### config.mk
export PLATFORM = sky130hd
export DESIGN_NAME = gpio_int_status_ctrl
export DESIGN_NICKNAME = d
export VERILOG_FILES = /design/src/rtl/gpio_int_status_ctrl.sv
export SDC_FILE = /design/constraint.sdc
export NUM_CORES = 1
export LEC_CHECK = 0
export ABC_AREA = 1
export CAP_MARGIN = 20
export CORE_ASPECT_RATIO = 1.75
export CORE_MARGIN = 2
export CORE_UTILIZATION = 57
export DETAILED_ROUTE_END_ITERATION = 12
export DONT_BUFFER_PORTS = 1
export GPL_ROUTABILITY_DRIVEN = 0
export MAX_ROUTING_LAYER = met4
export PLACE_DENSITY_LB_ADDON = 0.2
export SETUP_SLACK_MARGIN = 0.2
export SLEW_MARGIN = 20
export SYNTH_ARGS = -nofsm -noshare
export SYNTH_HDL_FRONTEND = slang
export SYNTH_SLANG_ARGS = --single-unit
### constraint.sdc
create_clock -name clk_cpu -period 1.95 [get_ports clk_cpu]
set_input_delay 0.39 -clock clk_cpu [delete_from_list [all_inputs] [get_ports clk_cpu]]
set_output_delay 0.39 -clock clk_cpu [all_outputs]
set_load 0.05 [all_outputs]
### src/rtl/gpio_int_status_ctrl.sv
// gpio_int_status_ctrl: sticky interrupt pending/mask bank for the error,
// inform and shake pulse classes, with first-error capture, a saturating
// error-event counter and a word-addressed CPU register port.
module gpio_int_status_ctrl #(
  parameter int ERR_W = 42,
  parameter int INF_W = 50,
  parameter int SK_W  = 15
) (
  input  logic             clk_cpu,
  input  logic             rstn_cpu,
  input  logic [ERR_W-1:0] error_int_cpu,
  input  logic [INF_W-1:0] inform_int_cpu,
  input  logic [SK_W-1:0]  shake_int_cpu,
  input  logic             reg_wr,
  input  logic             reg_rd,
  input  logic [3:0]       reg_addr,
  input  logic [31:0]      reg_wdata,
  output logic [31:0]      reg_rdata,
  output logic             reg_rvld,
  output logic             irq_err,
  output logic             irq_inf,
  output logic             irq_sk
);

  // Index of the lowest set bit; scanning downwards leaves the lowest one last.
  function automatic logic [5:0] lowest_set(input logic [ERR_W-1:0] vec);
    logic [5:0] idx;
    idx = 6'd0;
    for (int i = ERR_W - 1; i >= 0; i--) begin
      if (vec[i]) begin
        idx = 6'(i);
      end else begin
        idx = idx;
      end
    end
    return idx;
  endfunction

  logic [ERR_W-1:0] err_pend_r, err_mask_r, err_pend_nxt_s, err_mask_nxt_s, err_clr_s;
  logic [INF_W-1:0] inf_pend_r, inf_mask_r, inf_pend_nxt_s, inf_mask_nxt_s, inf_clr_s;
  logic [SK_W-1:0]  sk_pend_r, sk_mask_r, sk_pend_nxt_s, sk_mask_nxt_s, sk_clr_s;
  logic             first_vld_r, first_vld_nxt_s, first_clr_s;
  logic [5:0]       first_idx_r, first_idx_nxt_s;
  logic [15:0]      err_cnt_r, err_cnt_nxt_s;
  logic [31:0]      rd_mux_s;

  // Decode register writes into W1C clear vectors and new mask values.
  always_comb begin
    err_clr_s      = '0;
    inf_clr_s      = '0;
    sk_clr_s       = '0;
    err_mask_nxt_s = err_mask_r;
    inf_mask_nxt_s = inf_mask_r;
    sk_mask_nxt_s  = sk_mask_r;
    first_clr_s    = 1'b0;
    if (reg_wr) begin
      case (reg_addr)
        4'd0:    err_clr_s      = ERR_W'(reg_wdata);
        4'd1:    err_clr_s      = ERR_W'({reg_wdata, 32'd0});
        4'd2:    err_mask_nxt_s = {err_mask_r[ERR_W-1:32], reg_wdata};
        4'd3:    err_mask_nxt_s = {reg_wdata[ERR_W-33:0], err_mask_r[31:0]};
        4'd4:    inf_clr_s      = INF_W'(reg_wdata);
        4'd5:    inf_clr_s      = INF_W'({reg_wdata, 32'd0});
        4'd6:    inf_mask_nxt_s = {inf_mask_r[INF_W-1:32], reg_wdata};
        4'd7:    inf_mask_nxt_s = {reg_wdata[INF_W-33:0], inf_mask_r[31:0]};
        4'd8:    sk_clr_s       = reg_wdata[SK_W-1:0];
        4'd9:    sk_mask_nxt_s  = reg_wdata[SK_W-1:0];
        4'd10:   first_clr_s    = reg_wdata[31];
        default: first_clr_s    = 1'b0;
      endcase
    end else begin
      first_clr_s = 1'b0;
    end
  end

  // Pending bits: clear first, then OR in new pulses so a same-cycle pulse wins.
  always_comb begin
    err_pend_nxt_s = (err_pend_r & ~err_clr_s) | error_int_cpu;
    inf_pend_nxt_s = (inf_pend_r & ~inf_clr_s) | inform_int_cpu;
    sk_pend_nxt_s  = (sk_pend_r  & ~sk_clr_s)  | shake_int_cpu;
  end

  // First-error capture and saturating error-event counter next state.
  always_comb begin
    first_vld_nxt_s = first_vld_r;
    first_idx_nxt_s = first_idx_r;
    if (first_vld_r && !first_clr_s) begin
      first_vld_nxt_s = 1'b1;
      first_idx_nxt_s = first_idx_r;
    end else if (|error_int_cpu) begin
      first_vld_nxt_s = 1'b1;
      first_idx_nxt_s = lowest_set(error_int_cpu);
    end else begin
      first_vld_nxt_s = 1'b0;
      first_idx_nxt_s = 6'd0;
    end

    err_cnt_nxt_s = err_cnt_r;
    if (reg_wr && (reg_addr == 4'd11)) begin
      err_cnt_nxt_s = 16'd0;
    end else if ((|error_int_cpu) && (err_cnt_r != 16'hFFFF)) begin
      err_cnt_nxt_s = err_cnt_r + 16'd1;
    end else begin
      err_cnt_nxt_s = err_cnt_r;
    end
  end

  // Read multiplexer over the current (pre-write) register contents.
  always_comb begin
    rd_mux_s = 32'd0;
    case (reg_addr)
      4'd0:    rd_mux_s = err_pend_r[31:0];
      4'd1:    rd_mux_s = 32'(err_pend_r[ERR_W-1:32]);
      4'd2:    rd_mux_s = err_mask_r[31:0];
      4'd3:    rd_mux_s = 32'(err_mask_r[ERR_W-1:32]);
      4'd4:    rd_mux_s = inf_pend_r[31:0];
      4'd5:    rd_mux_s = 32'(inf_pend_r[INF_W-1:32]);
      4'd6:    rd_mux_s = inf_mask_r[31:0];
      4'd7:    rd_mux_s = 32'(inf_mask_r[INF_W-1:32]);
      4'd8:    rd_mux_s = 32'(sk_pend_r);
      4'd9:    rd_mux_s = 32'(sk_mask_r);
      4'd10:   rd_mux_s = {first_vld_r, 25'd0, first_idx_r};
      4'd11:   rd_mux_s = {16'd0, err_cnt_r};
      default: rd_mux_s = 32'd0;
    endcase
  end

  // State registers; masks come out of reset fully masked.
  always_ff @(posedge clk_cpu or negedge rstn_cpu) begin
    if (!rstn_cpu) begin
      err_pend_r  <= '0;
      inf_pend_r  <= '0;
      sk_pend_r   <= '0;
      err_mask_r  <= '1;
      inf_mask_r  <= '1;
      sk_mask_r   <= '1;
      first_vld_r <= 1'b0;
      first_idx_r <= 6'd0;
      err_cnt_r   <= 16'd0;
    end else begin
      err_pend_r  <= err_pend_nxt_s;
      inf_pend_r  <= inf_pend_nxt_s;
      sk_pend_r   <= sk_pend_nxt_s;
      err_mask_r  <= err_mask_nxt_s;
      inf_mask_r  <= inf_mask_nxt_s;
      sk_mask_r   <= sk_mask_nxt_s;
      first_vld_r <= first_vld_nxt_s;
      first_idx_r <= first_idx_nxt_s;
      err_cnt_r   <= err_cnt_nxt_s;
    end
  end

  // Registered outputs: one-cycle read response and level IRQs from current state.
  always_ff @(posedge clk_cpu or negedge rstn_cpu) begin
    if (!rstn_cpu) begin
      reg_rdata <= 32'd0;
      reg_rvld  <= 1'b0;
      irq_err   <= 1'b0;
      irq_inf   <= 1'b0;
      irq_sk    <= 1'b0;
    end else begin
      reg_rdata <= reg_rd ? rd_mux_s : 32'd0;
      reg_rvld  <= reg_rd;
      irq_err   <= |(err_pend_r & ~err_mask_r);
      irq_inf   <= |(inf_pend_r & ~inf_mask_r);
      irq_sk    <= |(sk_pend_r & ~sk_mask_r);
    end
  end

endmodule
== Word level (Yosys, flattened, before mapping) ==
Index checks and enable logic that the tools add are counted.
Storage, ports and cells
  flip-flop bits (word level): 273
  output and inout bits: 36
Cells by class
  reductions and logical operators: 15
  eq/ne operators: 12
  muxes and demuxes: 59
  bitwise logic cells: 19
  $add $sub $neg: 1
Operator list (count)
  32-bit one-hot mux with 12 select lines: 1
  6-bit 2-to-1 mux: 43
  50-bit one-hot mux with 2 select lines: 2
  42-bit one-hot mux with 2 select lines: 2
  50-bit AND: 2
  50-bit NOT: 2
  42-bit AND: 2
  42-bit NOT: 2
  42-bit OR reduction: 2
  50-bit 2-to-1 mux: 1
  50-bit OR: 1
  50-bit OR reduction: 1
  42-bit 2-to-1 mux: 1
  42-bit OR: 1
  16-bit 2-to-1 mux: 2
  32-bit 2-to-1 mux: 1
  15-bit AND: 2
  15-bit 2-to-1 mux: 2
  15-bit NOT: 2
  16-bit by 1-bit adder with 16-bit output (second input constant): 1
  4-bit by 3-bit == test with 1-bit output (second input constant): 4
  4-bit == test (second input constant): 4
  16-bit inequality test (second input constant): 1
  15-bit OR: 1
  other kinds (11): 23

== Logic depth before layout (Yosys ltp) ==
  depth in word-level cells: 43
  depth in mapped cells: 43
  gate-level depth less buffers: 43

== Worst setup path before layout ==
Ideal clock, no wire load.
  path type: input-to-reg
  from: in error_int_cpu[40]
  to: reg first_idx_r[0]
  setup slack: -0.318 ns
  stages on the path: 43
  setup time: 0.116 ns
  path buffers: 0
  arrival time: 2.151 ns
  path through: inv_2 > nand2_1 > nand2_1 > nand2_1 > nand2_1 > nand2_1 > nand2_1 > nand2_1 > nand2_1 > nand2_1 > nand2_1 > nand2_1 > nand2_1 > nand2_1 > nand2_1 > nand2_1 > nand2_1 > nand2_1 > [7 not listed] > nand2_1 > nand2_1 > nand2_1 > nand2_1 > nand2_1 > nand2_1 > nand2_1 > nand2_1 > nand2_1 > nand2_1 > nand2_1 > nand2_1 > nand2_1 > nand2_1 > nand2_1 > nand2_1 > nand2_1 > nand2_1
On the way
  word-level cells in the longest chain between the ends: 42
  elaborated cells between the ends (all ways): 43
  those cells by class: mux: 42; reduce/logical: 1
Ends and longest elaborated chain
  from (decl): line 11  | input logic [ERR_W-1:0] error_int_cpu,
  6-bit 2-to-1 mux (41 in a row): line 30  | if (vec[i]) begin
  6-bit 2-to-1 mux *: line 90  | end else if (|error_int_cpu) begin
  to (signal assigned): line 148  | first_idx_r <= first_idx_nxt_s;
  to (decl): line 43  | logic [5:0] first_idx_r, first_idx_nxt_s;
Mark *: on every way between the ends. The rest lies on a longest branch, timed or not.
A chain may end at the register's enable or synchronous reset.

== Final worst setup path ==
  from: in error_int_cpu[39]
  to: reg first_idx_r[0]
On the way
  word-level cells in the longest chain between the ends: 41
  elaborated cells between the ends (all ways): 42
  those cells by class: mux: 41; reduce/logical: 1
Ends and longest elaborated chain (line)
  6-bit 2-to-1 mux (40 in a row): 30
  6-bit 2-to-1 mux *: 90
Marks and branches as above.

==> key figures <==
Global route
  – Total track usage: 40.81%
  – Largest net degree at the start of global routing: 274
  – Vias in the first global route: 12680
  – First-pass GRT wire length: 71920 um
  – Congestion Overflow GR: 0
  – Initial antenna violation count: 0

Placement
  – Pre-CTS setup slack: -0.7549 ns
  – # placed instances: 1844
  – DP HPWL: 32770 um
  – # port buffers: 0
  – Dpl cell area: 0.01393 mm^2

Cells and area
  – Multi-input logic area: 0.004915 mm^2
  – Finished Core Util: around 73%
  – Fill cells: about 1600
  – FF+latch area: 0.006968 mm^2
  – Fin cells: approximately 2000
  – Post-layout net count: 1824
  – Share of cells above drive strength 1: 20.35%
  – Design area: 0.01603 mm^2
  – Layout area overhead: 25.20%

Outcome
  – Failing checks: hold timing, setup timing
  – Outcome: complete, but fails checks

Timing
  – Tcrit/Tclk final: 115.1%
  – Post-route worst hold slack: -0.4549 ns
  – Final setup margin: -0.2939 ns
  – Fin crit period: 2.244 ns
  – Fmax achieved: 445.7 MHz
  – RSZ-0062 raised after global routing: true
  – Slew Viols, Final: 0
  – Clk_skew: 0.01015 ns
  – Final setup vio count: 15
  – Tightest Pin Transition: 0.5920 ns
  – Hold Vio Cnt, Final: 258
  – Max-slew headroom: 60.44%

Setup path
  – CP startpoint: error_int_cpu[39]
  – RR Endpoint: err_cnt_r[11]
  – Max incr delay on CP: about 0.08 ns
  – Crit Path Category: primary input to flop
  – Slowest CP cell: nand2_1
  – Worst Path Arrival: 2.68 ns
  – Startpoint types: primary input
  – WP depth: between 40 and 50
  – CP Capture Point: first_idx_r[0]
  – Max Fanout on Critical Path: 2
  – Buf/Inv on CP: 1
  – R2R Path Start: err_cnt_r[5]
  – Crit path required time: 2.38 ns
  – Top cell family by delay on the critical path: simple AND/OR/NAND/NOR gates
  – CP dominant cell by count: nand2_1
  – Worst-case reg-to-reg path depth: 13
  – CP Capture Type: flop
  – FF-to-FF setup slack: -0.12 ns

Floorplan
  – Die W: 117.3 um
  – Number of I/O pins: 183
  – Core Area: about 0.022 mm^2
  – Row count: 72
  – Height of the die: 202.3 um
  – Die area: roughly 0.024 mm^2
  – Initial core utilization: 58.02%

Yosys
  – Sequential-to-total area share from yosys stat: 54.39%
  – Post-Syn Nets: 1649
  – Cells after Synth: approximately 1500
  – Number of enable flip-flop cells after synthesis: 0
  – Cell Area, Synth: around 0.013 mm^2
  – Distinct cell type count of the synthesized netlist: 35
  – Synth Warn #: 0
  – Post-Syn Area per Cell: between 8 and 9 um^2
  – Post-synth ARST share: between 90% and 100%
  – FF+latch count, synth: 273
  – Main synth FF type: dfrtp_1

Drt
  – Via density per instance: 6.270
  – WL met2: 23360 um
  – Post-Route WL: 47560 um
  – DR iter-0 viols: 1504
  – Router iterations before antenna repair: 6
  – DRC: 0
  – Met3 Routed Length: 4675 um
  – Uppermost layer routed: met4
  – Metal1 wirelength: 15240 um
  – Routed WL per cell: ~24 um
  – Antenna Nets Post-Route: 0
  – Vias: around 12000

CTS
  – H-tree depth: 1
  – CTS tree: done
  – CTS max path bufs: 3
  – Clock slew at the register clock pins of the worst setup and hold paths: 0.07 ns
  – Clk Latency, worst-skew pair: around 0.54 ns
  – Sink Count: 273
  – Root Buffer: clkbuf_16
  – CTS Hold Buffers Added: 87
  – Inserted Clock Buffers: 25

Pwr
  – LEAKAGE: 7.534 nW
  – Pwr Total: around 0.015 W
  – Worst IR Drop VDD: slightly above 0.8 mV
  – PwrDens: 930.7 mW/mm^2

Run
  – Max Cap Viol: 0

Min path
  – Hold Path Class: primary input to asynchronous set/reset pin
logic make-up after synthesis:
kind of cell    share of synthesized area (%)
flops                                   54.39
simple gates                            14.60
buf+inv                                 9.673
fa+ha+maj                             0.09769
mux                                    0.2638
compound gates                          20.98
placed cells by master (no fill, tap or decap), types with 5 or more instances in the layout:
cell | Yosys | layout
buf_4 | 0 | 102
nor2_1 | 116 | 100
dfrtp_1 | 166 | 164
clkinv_2 | 0 | 5
dfstp_2 | 107 | 107
o21ai_0 | 176 | 170
o22ai_1 | 111 | 111
inv_2 | 5 | 6
nor2_4 | 0 | 9
nand3_1 | 30 | 27
a21oi_1 | 31 | 21
o21bai_1 | 40 | 40
nand2_2 | 0 | 12
nor3_1 | 16 | 12
a221oi_1 | 46 | 46
dlygate4sd3_1 | 0 | 87
o2111ai_1 | 8 | 7
buf_6 | 0 | 9
nand4_1 | 5 | 5
nor2_2 | 0 | 7
clkbuf_1 | 56 | 7
nand2_1 | 294 | 280
buf_12 | 0 | 8
clkbuf_16 | 0 | 25
a21oi_2 | 0 | 10
inv_1 | 251 | 248
layout make-up:
type | count | share of cell area, %
Inverter | 261 | 6.391
Sequential cell | 273 | 43.46
Tap cell | 296 | 2.310
Multi-Input combinational cell | 909 | 30.65
Timing Repair Buffer | 206 | 11.84
Antenna cell | 1 | 0.01561
Clock inverter | 11 | 1.007
Clock buffer | 35 | 4.323
synth_stat cells (all sizes together) (5+ instances only):
cell / count / area, um^2
a21oi: 31 / 155.2
o22ai: 111 / 694.4
inv: 256 / 960.9
dfstp: 107 / 2811
nand2: 294 / 1104
nor3: 17 / 90.09
o21ai: 176 / 880.8
nand4: 5 / 31.28
o21bai: 40 / 300.3
nor4: 5 / 31.28
a221oi: 46 / 402.9
o2111ai: 8 / 70.07
nand3: 30 / 150.1
a2111oi: 5 / 43.79
clkbuf: 56 / 210.2
dfrtp: 166 / 4154
nor2: 116 / 435.4
registers in the layout, summed over array words and instances, names as in the netlist, 6 cells and up:
name,count
err_cnt_r,16
err_mask_r,42
err_pend_r,42
first_idx_r,6
inf_mask_r,50
inf_pend_r,50
reg_rdata,32
sk_mask_r,15
sk_pend_r,15
how the worst min path moves through the flow:
stage / cells after the start / slack (ns) / end
2_1_floorplan: 0 / 0.09 / err_cnt_r[0]
3_5_place_dp: 0 / 0.10 / reg_rdata[6]
5_1_grt: 0 / -0.47 / reg_rdata[6]
4_1_cts: 0 / -0.46 / reg_rdata[6]
3_3_place_gp: 0 / 0.10 / reg_rdata[6]
6_report: 0 / -0.45 / reg_rdata[6]
per-layer routing:
metal	global-route usage [%]	vias up
li1	-	5356
met5	-	-
met1	44.36	5985
met2	67.19	890
met3	7.167	258
met4	29.69	0
stage by stage:
step | setup TNS [ns] | hold WS [ns]
after floorplan | -0.3177 | 0.09441
after global placement | -2.257 | 0.1040
after detailed placement | -2.443 | 0.1041
after CTS | -0.1565 | -0.4592
after global routing | -3.421 | -0.4661
final | -1.238 | -0.4549
power by group:
part	internal, W	total (W)	switching, W	leakage, nW
Clock	0.00302	0.00521	0.00219	0.419
Sequential	0.00670	0.00745	0.000747	2.83
Combinational	0.000961	0.00226	0.00130	4.29
what timing repair did:
item                                    in CTS  in global routing
hold endpoints to repair                   375                273
cloned                                       0                  0
endpoints found under the setup margin      19                 19
buffers inserted                            10                  4
gates resized for setup                     43                 32
pin swaps                                   11                 26
Power figures use the tool's default switching activity.
